--- config.mk ---
export PLATFORM = sky130hd
export DESIGN_NAME = laser_cover_cnt_flat
export DESIGN_NICKNAME = d
export VERILOG_FILES = /design/src/rtl/laser_cover_cnt_if.sv /design/src/rtl/laser_cover_cnt.sv /design/src/flat_wrapper.sv
export SDC_FILE = /design/constraint.sdc
export NUM_CORES = 1
export LEC_CHECK = 0
export CAP_MARGIN = 10
export CORE_MARGIN = 8
export CORE_UTILIZATION = 42
export CTS_BUF_LIST = sky130_fd_sc_hd__clkbuf_4 sky130_fd_sc_hd__clkbuf_8 sky130_fd_sc_hd__clkbuf_16
export CTS_CLUSTER_DIAMETER = 30
export DETAILED_ROUTE_END_ITERATION = 8
export PLACE_DENSITY = 0.67
export RECOVER_POWER = 100
export SKIP_CTS_REPAIR_TIMING = 1
export SYNTH_ARGS = -nofsm -noshare
export SYNTH_HDL_FRONTEND = slang
export SYNTH_SLANG_ARGS = --single-unit
--- constraint.sdc ---
create_clock -name clk_i -period 7.8 [get_ports clk_i]
set_input_delay 1.56 -clock clk_i [delete_from_list [all_inputs] [get_ports clk_i]]
set_output_delay 1.56 -clock clk_i [all_outputs]
set_load 0.02 [all_outputs]
--- src/rtl/laser_cover_cnt_if.sv ---
// Point-load and coverage-query bus between the search controller and laser_cover_cnt.
// master = controller side, slave = counting engine.
interface laser_cover_cnt_if;
  logic       clr;
  logic       ld_valid;
  logic [3:0] x;
  logic [3:0] y;
  logic       ld_done;
  logic       q_start;
  logic [3:0] q_cx;
  logic [3:0] q_cy;
  logic [3:0] q_ox;
  logic [3:0] q_oy;
  logic       q_oen;
  logic       busy;
  logic       r_valid;
  logic [5:0] r_cnt;

  modport master (
    output clr, ld_valid, x, y, q_start, q_cx, q_cy, q_ox, q_oy, q_oen,
    input  ld_done, busy, r_valid, r_cnt
  );

  modport slave (
    input  clr, ld_valid, x, y, q_start, q_cx, q_cy, q_ox, q_oy, q_oen,
    output ld_done, busy, r_valid, r_cnt
  );
endinterface

--- src/rtl/laser_cover_cnt.sv ---
// Point store plus PAR-wide coverage counter: counts stored points inside the
// candidate circle, or inside the union of candidate and other circle.
//
// state   | meaning
// ST_LOAD | accepting points into entries 0..NPT-1
// ST_IDLE | points stored, waiting for a query
// ST_SCAN | evaluating PAR entries per cycle, NPT/PAR cycles per query
module laser_cover_cnt #(
  parameter int NPT = 40,
  parameter int PAR = 4,
  parameter int R2  = 16
) (
  input logic              clk_i,
  input logic              rst_n_i,
  laser_cover_cnt_if.slave bus_if
);

  localparam int NGRP = NPT / PAR;
  localparam int GW   = $clog2(NGRP + 1);
  localparam int HW   = $clog2(PAR + 1);

  typedef enum logic [1:0] {ST_LOAD, ST_IDLE, ST_SCAN} state_t;

  state_t          state_q, state_d;
  logic [5:0]      ptr_q, ptr_d;
  logic [5:0]      base_q, base_d;
  logic [GW-1:0]   grp_left_q, grp_left_d;
  logic [5:0]      acc_q, acc_d;
  logic [5:0]      r_cnt_q, r_cnt_d;
  logic            r_valid_q, r_valid_d;
  logic            ld_done_q, ld_done_d;
  logic [3:0]      cx_q, cx_d, cy_q, cy_d, ox_q, ox_d, oy_q, oy_d;
  logic            oen_q, oen_d;
  logic            mem_we;
  logic [HW-1:0]   grp_hits;
  logic [3:0]      px_q [NPT];
  logic [3:0]      py_q [NPT];

  // Differences are taken as 5-bit signed so (0,0) vs (15,15) gives -15, not a wrapped value.
  function automatic logic [8:0] dist2(input logic [3:0] ax, input logic [3:0] ay,
                                       input logic [3:0] bx, input logic [3:0] by);
    logic signed [4:0] dx, dy;
    logic [3:0]        mx, my;
    logic [7:0]        sx, sy;
    dx = $signed({1'b0, ax}) - $signed({1'b0, bx});
    dy = $signed({1'b0, ay}) - $signed({1'b0, by});
    mx = dx[4] ? 4'(-dx) : dx[3:0];
    my = dy[4] ? 4'(-dy) : dy[3:0];
    sx = {4'b0, mx} * {4'b0, mx};
    sy = {4'b0, my} * {4'b0, my};
    return {1'b0, sx} + {1'b0, sy};
  endfunction

  function automatic logic is_hit(input logic [3:0] px, input logic [3:0] py);
    logic in_c, in_o;
    in_c = dist2(px, py, cx_q, cy_q) <= 9'(R2);
    in_o = oen_q && (dist2(px, py, ox_q, oy_q) <= 9'(R2));
    return in_c || in_o;
  endfunction

  always_comb begin
    grp_hits = '0;
    for (int p = 0; p < PAR; p++) begin
      if (is_hit(px_q[base_q + 6'(p)], py_q[base_q + 6'(p)]))
        grp_hits = grp_hits + HW'(1);
    end
  end

  always_comb begin
    state_d    = state_q;
    ptr_d      = ptr_q;
    base_d     = base_q;
    grp_left_d = grp_left_q;
    acc_d      = acc_q;
    r_cnt_d    = r_cnt_q;
    r_valid_d  = 1'b0;
    ld_done_d  = ld_done_q | (state_q != ST_LOAD);
    cx_d       = cx_q;
    cy_d       = cy_q;
    ox_d       = ox_q;
    oy_d       = oy_q;
    oen_d      = oen_q;
    mem_we     = 1'b0;

    case (state_q)
      ST_LOAD: begin
        if (bus_if.ld_valid) begin
          mem_we = 1'b1;
          ptr_d  = ptr_q + 6'd1;
          if (ptr_q == 6'(NPT - 1)) state_d = ST_IDLE;
        end
      end
      ST_IDLE: begin
        if (bus_if.q_start) begin
          cx_d       = bus_if.q_cx;
          cy_d       = bus_if.q_cy;
          ox_d       = bus_if.q_ox;
          oy_d       = bus_if.q_oy;
          oen_d      = bus_if.q_oen;
          acc_d      = '0;
          base_d     = '0;
          grp_left_d = GW'(NGRP - 1);
          state_d    = ST_SCAN;
        end
      end
      ST_SCAN: begin
        acc_d      = acc_q + 6'(grp_hits);
        base_d     = base_q + 6'(PAR);
        grp_left_d = grp_left_q - GW'(1);
        if (grp_left_q == '0) begin
          state_d   = ST_IDLE;
          r_cnt_d   = acc_q + 6'(grp_hits);
          r_valid_d = 1'b1;
        end
      end
      default: state_d = ST_LOAD;
    endcase

    // Clear overrides any load or query presented in the same cycle.
    if (bus_if.clr) begin
      state_d   = ST_LOAD;
      ptr_d     = '0;
      ld_done_d = 1'b0;
      r_cnt_d   = '0;
      r_valid_d = 1'b0;
      acc_d     = '0;
      mem_we    = 1'b0;
    end
  end

  always_ff @(posedge clk_i or negedge rst_n_i) begin
    if (!rst_n_i) begin
      state_q    <= ST_LOAD;
      ptr_q      <= '0;
      base_q     <= '0;
      grp_left_q <= '0;
      acc_q      <= '0;
      r_cnt_q    <= '0;
      r_valid_q  <= 1'b0;
      ld_done_q  <= 1'b0;
      cx_q       <= '0;
      cy_q       <= '0;
      ox_q       <= '0;
      oy_q       <= '0;
      oen_q      <= 1'b0;
    end else begin
      state_q    <= state_d;
      ptr_q      <= ptr_d;
      base_q     <= base_d;
      grp_left_q <= grp_left_d;
      acc_q      <= acc_d;
      r_cnt_q    <= r_cnt_d;
      r_valid_q  <= r_valid_d;
      ld_done_q  <= ld_done_d;
      cx_q       <= cx_d;
      cy_q       <= cy_d;
      ox_q       <= ox_d;
      oy_q       <= oy_d;
      oen_q      <= oen_d;
    end
  end

  // Point storage needs no reset; entries are always rewritten before use.
  always_ff @(posedge clk_i) begin
    if (mem_we) begin
      px_q[ptr_q] <= bus_if.x;
      py_q[ptr_q] <= bus_if.y;
    end
  end

  assign bus_if.ld_done = ld_done_q;
  assign bus_if.busy    = (state_q == ST_SCAN);
  assign bus_if.r_valid = r_valid_q;
  assign bus_if.r_cnt   = r_cnt_q;

endmodule

--- src/flat_wrapper.sv ---
// flat-port wrapper written by rule: the top's interface ports become plain ports
module laser_cover_cnt_flat 
#(
  parameter int NPT = 40,
  parameter int PAR = 4,
  parameter int R2  = 16
)
  (clk_i, rst_n_i, bus_if_clr, bus_if_ld_valid, bus_if_x, bus_if_y, bus_if_q_start, bus_if_q_cx, bus_if_q_cy, bus_if_q_ox, bus_if_q_oy, bus_if_q_oen, bus_if_ld_done, bus_if_busy, bus_if_r_valid, bus_if_r_cnt);
  laser_cover_cnt_if bus_if_i ();
  input logic clk_i;
  input logic rst_n_i;
  input wire logic [$bits(bus_if_i.clr)-1:0] bus_if_clr;
  input wire logic [$bits(bus_if_i.ld_valid)-1:0] bus_if_ld_valid;
  input wire logic [$bits(bus_if_i.x)-1:0] bus_if_x;
  input wire logic [$bits(bus_if_i.y)-1:0] bus_if_y;
  input wire logic [$bits(bus_if_i.q_start)-1:0] bus_if_q_start;
  input wire logic [$bits(bus_if_i.q_cx)-1:0] bus_if_q_cx;
  input wire logic [$bits(bus_if_i.q_cy)-1:0] bus_if_q_cy;
  input wire logic [$bits(bus_if_i.q_ox)-1:0] bus_if_q_ox;
  input wire logic [$bits(bus_if_i.q_oy)-1:0] bus_if_q_oy;
  input wire logic [$bits(bus_if_i.q_oen)-1:0] bus_if_q_oen;
  output wire logic [$bits(bus_if_i.ld_done)-1:0] bus_if_ld_done;
  output wire logic [$bits(bus_if_i.busy)-1:0] bus_if_busy;
  output wire logic [$bits(bus_if_i.r_valid)-1:0] bus_if_r_valid;
  output wire logic [$bits(bus_if_i.r_cnt)-1:0] bus_if_r_cnt;
  assign bus_if_i.clr = bus_if_clr;
  assign bus_if_i.ld_valid = bus_if_ld_valid;
  assign bus_if_i.x = bus_if_x;
  assign bus_if_i.y = bus_if_y;
  assign bus_if_i.q_start = bus_if_q_start;
  assign bus_if_i.q_cx = bus_if_q_cx;
  assign bus_if_i.q_cy = bus_if_q_cy;
  assign bus_if_i.q_ox = bus_if_q_ox;
  assign bus_if_i.q_oy = bus_if_q_oy;
  assign bus_if_i.q_oen = bus_if_q_oen;
  assign bus_if_ld_done = bus_if_i.ld_done;
  assign bus_if_busy = bus_if_i.busy;
  assign bus_if_r_valid = bus_if_i.r_valid;
  assign bus_if_r_cnt = bus_if_i.r_cnt;
  laser_cover_cnt #(.NPT(NPT), .PAR(PAR), .R2(R2)) u_core (.clk_i(clk_i), .rst_n_i(rst_n_i), .bus_if(bus_if_i));
endmodule
After elaboration in Yosys (flattened, before gate mapping)
Memories as Yosys holds them, arrays and structs flattened.
Index checks and enable logic that the tools add are counted.

operators by class
  shift operators = 0
  bitwise operators = 1
  reduce and logical (&&, ||, !) cells = 23
  multiplexer cells = 47
  equal/unequal tests = 8
  div/mod/pow operators = 0
  order comparisons = 8
  add/subtract/negate cells = 50
  multiply operators = 16

operators with widths
  cell                                                                               count
  4-bit by 4-bit multiplier with 8-bit output                                        16
  4-bit by 4-bit subtractor with 5-bit output                                        16
  8-bit by 8-bit adder with 9-bit output                                             8
  9-bit by 5-bit less-or-equal comparator with 1-bit output (second input constant)  8
  4-bit 2-to-1 mux                                                                   17
  4-bit negation                                                                     16
  6-bit 2-to-1 mux                                                                   8
  6-bit case mux with 2 select lines                                                 2
  6-bit by 1-bit adder with 6-bit output (second input constant)                     2
  6-bit by 2-bit adder with 6-bit output (second input constant)                     2
  2-bit nonzero test                                                                 6
  1-bit 2-to-1 mux                                                                   10
  2-bit 2-to-1 mux                                                                   5
  2-bit AND reduction                                                                5
  3-bit 2-to-1 mux                                                                   3
  4-bit case mux with 2 select lines                                                 1
  3-bit by 1-bit adder with 3-bit output (second input constant)                     2
  6-bit by 3-bit adder with 6-bit output                                             1
  6-bit by 3-bit adder with 6-bit output (second input constant)                     1
  6-bit == test (second input constant)                                              1
  3-bit by 2-bit inequality test with 1-bit output (second input constant)           2
  3-bit inequality test (second input constant)                                      2
  2-bit case mux with 3 select lines                                                 1
  1-bit logical AND                                                                  4
  11 further kinds                                                                   14

storage, ports and cells
  RAM bits = 320
  memories = 2
  latch bits = 0
  flip-flop bits (word level) = 49
  logic and storage cells = 168
  output and inout bits = 9
  memory bits (read-only) = 0

memory list
  name         words  bits a word  rd ports  clocked after memory_dff  write ports  line                   source
  u_core.px_q  40     4            4         0                         1            laser_cover_cnt.sv:36  logic [3:0] px_q [NPT];
  u_core.py_q  40     4            4         0                         1            laser_cover_cnt.sv:37  logic [3:0] py_q [NPT];

Depth between registers and ports, before layout
Gate-level depths: netlist of the first run.
An unclocked memory read counts as a cell.

  word-level depth = 20
  mapped depth = 43
  gate-level depth less buffers = 39

Worst setup path after synthesis of the first run
Ideal clock, no wire load.

  path type = reg2reg
  from = register u_core.base_q[2]
  to = register u_core.r_cnt_q[4], in the netlist u_core.bus_if.r_cnt[4]
  clock period less this slack = 8.382 ns
  setup slack = -0.582 ns
  buffers on the path = 2
  data required time = 7.668 ns
  arrival = 8.250 ns
  cell stages (with the launch flop) = 39
  setup time = 0.132 ns
  cell sequence = dfrtp_1 > buf_6 > buf_2 > mux4_2 > mux2_2 > o21ai_1 > ha_1 > inv_1 > fa_1 > a21o_1 > a21o_1 > a31oi_1 > xnor2_1 > nor2_1 > fa_1 > inv_1 > fa_1 > inv_1 > (+3 left out) > inv_1 > fa_1 > xor2_1 > nand2_1 > nor3_1 > a22o_1 > ha_1 > xor2_1 > ha_1 > nand2_1 > o21a_1 > fa_1 > nor2b_1 > o21ai_0 > xor2_1 > nor2_1 > a21oi_1 > nor2_1

between the ends
  cells in the longest elaborated chain, start to end = 20
  elaborated cells on any way between the ends = 104

ends and longest elaborated chain
  what                                                                             line                    source
  start, declared                                                                  laser_cover_cnt.sv:26   logic [5:0] base_q, base_d;
  start signal, assigned                                                           laser_cover_cnt.sv:149  base_q <= base_d;
  branches (longest 15 deep; another with 8-bit by 8-bit adder with 9-bit output)  -
  3-bit 2-to-1 mux *                                                               laser_cover_cnt.sv:64   if (is_hit(px_q[base_q + 6'(p)], py_q[base_q + 6'(p)]))
  6-bit by 3-bit adder with 6-bit output *                                         laser_cover_cnt.sv:112  r_cnt_d = acc_q + 6'(grp_hits);
  6-bit 2-to-1 mux *                                                               laser_cover_cnt.sv:110  if (grp_left_q == '0) begin
  6-bit 2-to-1 mux *                                                               laser_cover_cnt.sv:85   case (state_q)
  6-bit 2-to-1 mux *                                                               laser_cover_cnt.sv:120  if (bus_if.clr) begin
  end signal, assigned                                                             laser_cover_cnt.sv:152  r_cnt_q <= r_cnt_d;
  end, declared                                                                    laser_cover_cnt.sv:29   logic [5:0] r_cnt_q, r_cnt_d;

Every way passes the cells marked *. The select of a mux whose other input is x is not followed.
A chain may end at the register's enable or synchronous reset.

Worst setup path in the final report of the first run
Same ends and word-level chain as after synthesis.

==> results of run 1 <==
-- cells in the mapped netlist (11+ instances only) --
| library cell | number | area share [%] |
|---|---|---|
| ha_1 | 226 | 12 |
| a31oi_1 | 21 | 0.57 |
| o21bai_1 | 11 | 0.36 |
| dfrtp_1 | 47 | 5.1 |
| edfxtp_1 | 320 | 42 |
| a21o_1 | 42 | 1.4 |
| nor2_1 | 187 | 3.1 |
| mux2_2 | 34 | 1.7 |
| o21ai_0 | 34 | 0.74 |
| inv_1 | 173 | 2.8 |
| xnor2_1 | 51 | 2.0 |
| mux2i_1 | 40 | 1.8 |
| xor2_1 | 39 | 1.5 |
| nand2_1 | 56 | 0.92 |
| fa_1 | 105 | 9.2 |
| nand3_1 | 17 | 0.37 |
| or2_2 | 18 | 0.49 |
| nand2b_1 | 22 | 0.60 |
| clkbuf_1 | 27 | 0.44 |
| a211oi_1 | 16 | 0.53 |
| mux4_2 | 64 | 6.3 |
| a21oi_1 | 76 | 1.7 |
| nor2b_1 | 43 | 1.2 |
-- area by class of cell --
cell class,count,area share (%)
Clock buffer,90,6.701
Clock inverter,38,1.610
Inverter,178,2.256
Multi-Input combinational cell,1171,40.42
Sequential cell,367,36.45
Tap cell,696,2.941
Timing Repair Buffer,346,9.629
-- stage by stage --
stage	TNS (ps)	setup WS (ps)	util, %	cells
2_1_floorplan	-359.4	-101.5	-	1761
3_3_place_gp	-5937	-705.5	48.54	2726
3_5_place_dp	-7576	-861.2	48.54	2726
4_1_cts	-8123	-905.7	53.12	2854
5_1_grt	-9986	-1059	55.03	2886
6_report	-6880	-782.2	55.03	2886
-- routing by layer --
metal  track usage, %  share of wire (%)  vias up
met3            3.171                5.5      101
li1                 -                  -     7065
met5                0                  0        -
met2            29.10                 50      428
met4            6.623                3.0        0
met1            21.46                 42     7587
-- logic make-up after synthesis --
kind of cell | Yosys count
xor gates and xnor gates | 91
buffers and inverters | 223
muxes | 138
and+or+nand+nor | 376
DFF | 367
AOI/OAI and AO/OA | 235
adders and majority gates | 331
-- worst max-delay path: cells and delay by family, from the launching register on --
family	cells	cell delay [ps]
adders and majority gates	12	4230
buffers and inverters	5	540
AOI/OAI and AO/OA	5	940
DFF	1	470
muxes	2	780
and+or+nand+nor	6	530
xor gates and xnor gates	5	900
-- how the worst min path moves through the flow --
| stage | cells past startpoint | endpoint | from |
|---|---|---|---|
| final | 1 | u_core.grp_left_q[3] | u_core.grp_left_q[3] |
| after global routing | 1 | u_core.grp_left_q[3] | u_core.grp_left_q[3] |
| after CTS | 1 | u_core.grp_left_q[3] | u_core.grp_left_q[3] |
| after detailed placement | 1 | u_core.grp_left_q[3] | u_core.grp_left_q[3] |
| after global placement | 1 | u_core.grp_left_q[3] | u_core.grp_left_q[3] |
| after floorplan | 1 | u_core.grp_left_q[3] | u_core.grp_left_q[3] |
-- registers in the layout (all words and copies together), names as in the netlist, 6 cells and up --
register,count
u_core.ptr_q,6
u_core.py_q,160
u_core.acc_q,6
u_core.bus_if.r_cnt,6
u_core.px_q,160
==> flow_metrics.env, run 1 <==
export IMPL_status="finished, violations left"
export IMPL_violations="capacitance limit, slew limit, setup timing"
export IMPL_cp_max_fo=5
export IMPL_final_cell_area_sq_um=29610
export IMPL_clock_sinks=367
export IMPL_synthAdderAreaFrac_pct=21.57
export IMPL_pin_count=39
export IMPL_setup_worst_path_start="u_core.base_q[2]"
export IMPL_critPathLaunchType="flip-flop"
export IMPL_vias=15180
export IMPL_worst_pin_slew_ps=2809
export IMPL_hp_class="flip-flop to flip-flop"
export IMPL_final_common_cell="edfxtp_1"
export IMPL_synthSimpleGateAreaFrac_pct=7.638
export IMPL_die_y_microns=249.3
export IMPL_yosysSeqAreaShare_pct=47.19
export IMPL_h_tree_depth=3
export IMPL_row_count=85
export IMPL_area_delta_synth_final_pct=29.58
export IMPL_grt_pass1_vias=15960
export IMPL_synth_compound_area_share_pct=6.422
export IMPL_seq_area_sq_um=10790
export IMPL_synth_top_family_by_area="adder cells"
export IMPL_max_stage_delay_ps=570
export IMPL_final_hold_violation_count=0
export IMPL_rsz0062_at_grt="yes"
export IMPL_final_antenna_net_count=0
export IMPL_antenna_found_initial=0
export IMPL_synthesis_nets=2122
export IMPL_arrival_ps=8990
export IMPL_core_sq_um=53810
export IMPL_initial_core_util_pct=42.47
export IMPL_dr_pass1_iters=5
export IMPL_grt_first_pass_wirelength_microns=84640
export IMPL_drc=0
export IMPL_dp_hpwl_microns=38310
export IMPL_place_area_sq_um=26120
export IMPL_die_area_sq_um=62130
export IMPL_io_buffers=38
export IMPL_synthesis_area_sq_um=22850
export IMPL_synth_xor_area_share_pct=3.553
export IMPL_cts_tree="built"
export IMPL_multi_input_area_sq_um=11970
export IMPL_cts_made_buffers=70
export IMPL_ys_types=58
export IMPL_fin_crit_ps=8582
export IMPL_reg2reg_from="u_core.base_q[2]"
export IMPL_clock_latency_ps=570
export IMPL_grt_usage_pct=17.10
export IMPL_async_reset_ff_share_pct=12.81
export IMPL_n_antenna_cell=0
export IMPL_reg2reg_depth=35
export IMPL_reg2reg_slack_ps=-780
export IMPL_wl_microns=55020
export IMPL_worstSetupPathType="flip-flop to flip-flop"
export IMPL_drt_iter0_markers=876
export IMPL_drive_above_1_share_pct=31.78
export IMPL_fin_hold_ws_ps=479.0
export IMPL_drv_slew=407
export IMPL_clkTransAtPathRegs_ps=40
export IMPL_cp_slowest_cell="fa_1"
export IMPL_yosys_warnings=0
export IMPL_fin_skew_ps=16.72
export IMPL_crit_end="u_core.bus_if.r_cnt[4]"
export IMPL_synth_avg_cell_area_sq_um=12.98
export IMPL_viasPerCell=5.260
export IMPL_synthCells=1761
export IMPL_ys_ff_latch=367
export IMPL_grt_start_max_net_pins=48
export IMPL_fin_ws_ps=-782.2
export IMPL_finalCritPeriodShare_pct=110.0
export IMPL_clk_path_buf_depth=3
export IMPL_synth_edf_count=320
export IMPL_max_cap_violations=10
export IMPL_gp_congestion=0.8806
export IMPL_mostFrequentLayoutCells="320 x edfxtp_1, 278 x buf_4, 207 x ha_1"
export IMPL_cts_root_buf="clkbuf_16"
export IMPL_finalSetupViolCount=10
export IMPL_critPathRequiredTime_ps=8200
export IMPL_die_w_microns=249.3
export IMPL_ys_flop_type="edfxtp_1"
export IMPL_grt_remaining_overflow=0
export IMPL_wl_per_cell_microns=19.07
export IMPL_max_freq_ghz=0.1165
export IMPL_nets=2495
export IMPL_fill_cells=4261
export IMPL_endpoint_kind="flip-flop"
export IMPL_synthMuxAreaShare_pct=9.734
export IMPL_r2r_end="u_core.bus_if.r_cnt[4]"
export IMPL_max_slew_margin_pct=-87.29
Power of run 1 is not shown: default switching activity piles up to over one toggle a cycle in this logic, so the estimate is an artifact.
==> run 2, diff against run 1 <==
Settings changed: SKIP_LAST_GASP set to 1.
==> flow_metrics.env, run 2 (synthesis gave the netlist of run 1 again) <==
export IMPL_row_count=85
export IMPL_mostFrequentLayoutCells="320 x edfxtp_1, 278 x buf_4, 208 x ha_1"
export IMPL_initial_core_util_pct=42.47
export IMPL_antenna_found_initial=0
export IMPL_die_w_microns=249.3
export IMPL_cts_made_buffers=70
export IMPL_hp_class="flip-flop to flip-flop"
export IMPL_drc=0
export IMPL_grt_usage_pct=17.10
export IMPL_grt_start_max_net_pins=48
export IMPL_clock_latency_ps=570
export IMPL_nets=2495
export IMPL_worstSetupPathType="flip-flop to flip-flop"
export IMPL_drt_iter0_markers=845
export IMPL_largestRegisters="u_core.px_q (160), u_core.py_q (160)"
export IMPL_cts_root_buf="clkbuf_16"
export IMPL_max_stage_delay_ps=570
export IMPL_pin_count=39
export IMPL_worst_pin_slew_ps=2819
export IMPL_fin_crit_ps=8597
export IMPL_endpoint_kind="flip-flop"
export IMPL_grt_pass1_vias=15960
export IMPL_gp_congestion=0.8806
export IMPL_clock_sinks=367
export IMPL_drive_above_1_share_pct=31.60
export IMPL_grt_remaining_overflow=0
export IMPL_clk_path_buf_depth=3
export IMPL_violations="capacitance limit, slew limit, setup timing"
export IMPL_place_ws_ps=-861.2
export IMPL_finalSetupViolCount=10
export IMPL_fin_hold_ws_ps=478.1
export IMPL_drv_slew=407
export IMPL_vias=15170
export IMPL_fin_skew_ps=17.44
export IMPL_grt_first_pass_wirelength_microns=84640
export IMPL_die_y_microns=249.3
export IMPL_rsz0062_at_grt="yes"
export IMPL_max_slew_margin_pct=-87.97
export IMPL_core_sq_um=53810
export IMPL_area_delta_synth_final_pct=29.44
export IMPL_final_common_cell="edfxtp_1"
export IMPL_die_area_sq_um=62130
export IMPL_h_tree_depth=3
export IMPL_fin_ws_ps=-797.3
export IMPL_dr_pass1_iters=7
export IMPL_clkTransAtPathRegs_ps=40
export IMPL_wl_per_cell_microns=19.08
export IMPL_cp_slowest_cell="fa_1"
export IMPL_cts_tree="built"
export IMPL_cp_max_fo=5
export IMPL_critPathRequiredTime_ps=8200
export IMPL_viasPerCell=5.257
export IMPL_io_buffers=38
export IMPL_fill_cells=4268
export IMPL_final_antenna_net_count=0
export IMPL_max_cap_violations=10
export IMPL_max_freq_ghz=0.1163
export IMPL_finalCritPeriodShare_pct=110.2
export IMPL_critPathLaunchType="flip-flop"
export IMPL_final_hold_violation_count=0
export IMPL_crit_path_frequent_cell="fa_2"
export IMPL_n_antenna_cell=0
export IMPL_arrival_ps=9000
export IMPL_dp_hpwl_microns=38310
export IMPL_wl_microns=55060
export IMPL_status="finished, violations left"
==> run 2: worst paths after layout <==
check	from	to	slack, ps	depth (start not counted)
hold reg to reg	u_core.grp_left_q[3]	u_core.grp_left_q[3]	480	1
setup / recovery	u_core.base_q[2]	u_core.bus_if.r_cnt[4]	-800	34
setup reg to reg	u_core.base_q[2]	u_core.bus_if.r_cnt[4]	-800	34
min in group asynchronous	rst_n_i	u_core.oen_q	2000	2
hold / removal	u_core.grp_left_q[3]	u_core.grp_left_q[3]	480	1
max in group asynchronous	rst_n_i	u_core.base_q[2]	3810	2
==> run 2: cell type report <==
class,instances,area [sq um],area share [%]
Inverter,178,668.1,2.259
Clock inverter,38,476.7,1.611
Clock buffer,90,1984,6.708
Sequential cell,367,10790,36.48
Tap cell,696,870.8,2.944
Timing Repair Buffer,346,2851,9.639
Multi-Input combinational cell,1171,11940,40.35
==> run 2: critical path, delay by kind of cell, from the launching register on <==
family                   cells  cell delay (ps)
flip-flops                   1              470
AND/OR/NAND/NOR              5              440
multiplexers                 2              780
buffers and inverters        6              580
AO/OA/AOI/OAI                5              840
adder cells (fa/ha/maj)     12             4270
XOR/XNOR                     4             1010
==> run 2: through the flow <==
stage	util (%)	instances	instance area [sq um]	TNS, ps
after floorplan	-	1761	22940	-359.4
after global placement	48.54	2726	26120	-5937
after detailed placement	48.54	2726	26120	-7576
after CTS	53.12	2854	28580	-8123
after global routing	54.97	2886	29580	-10090
final	54.97	2886	29580	-7089
==> run 2: routing by layer <==
layer | vias to the layer above | share of wire (%) | global-route usage (%)
met2 | 412 | 49 | 29.10
met5 | - | 0 | 0
met4 | 0 | 3.1 | 6.623
li1 | 7075 | - | -
met1 | 7578 | 42 | 21.46
met3 | 108 | 5.3 | 3.171
Power of run 2 is left out for the same reason.
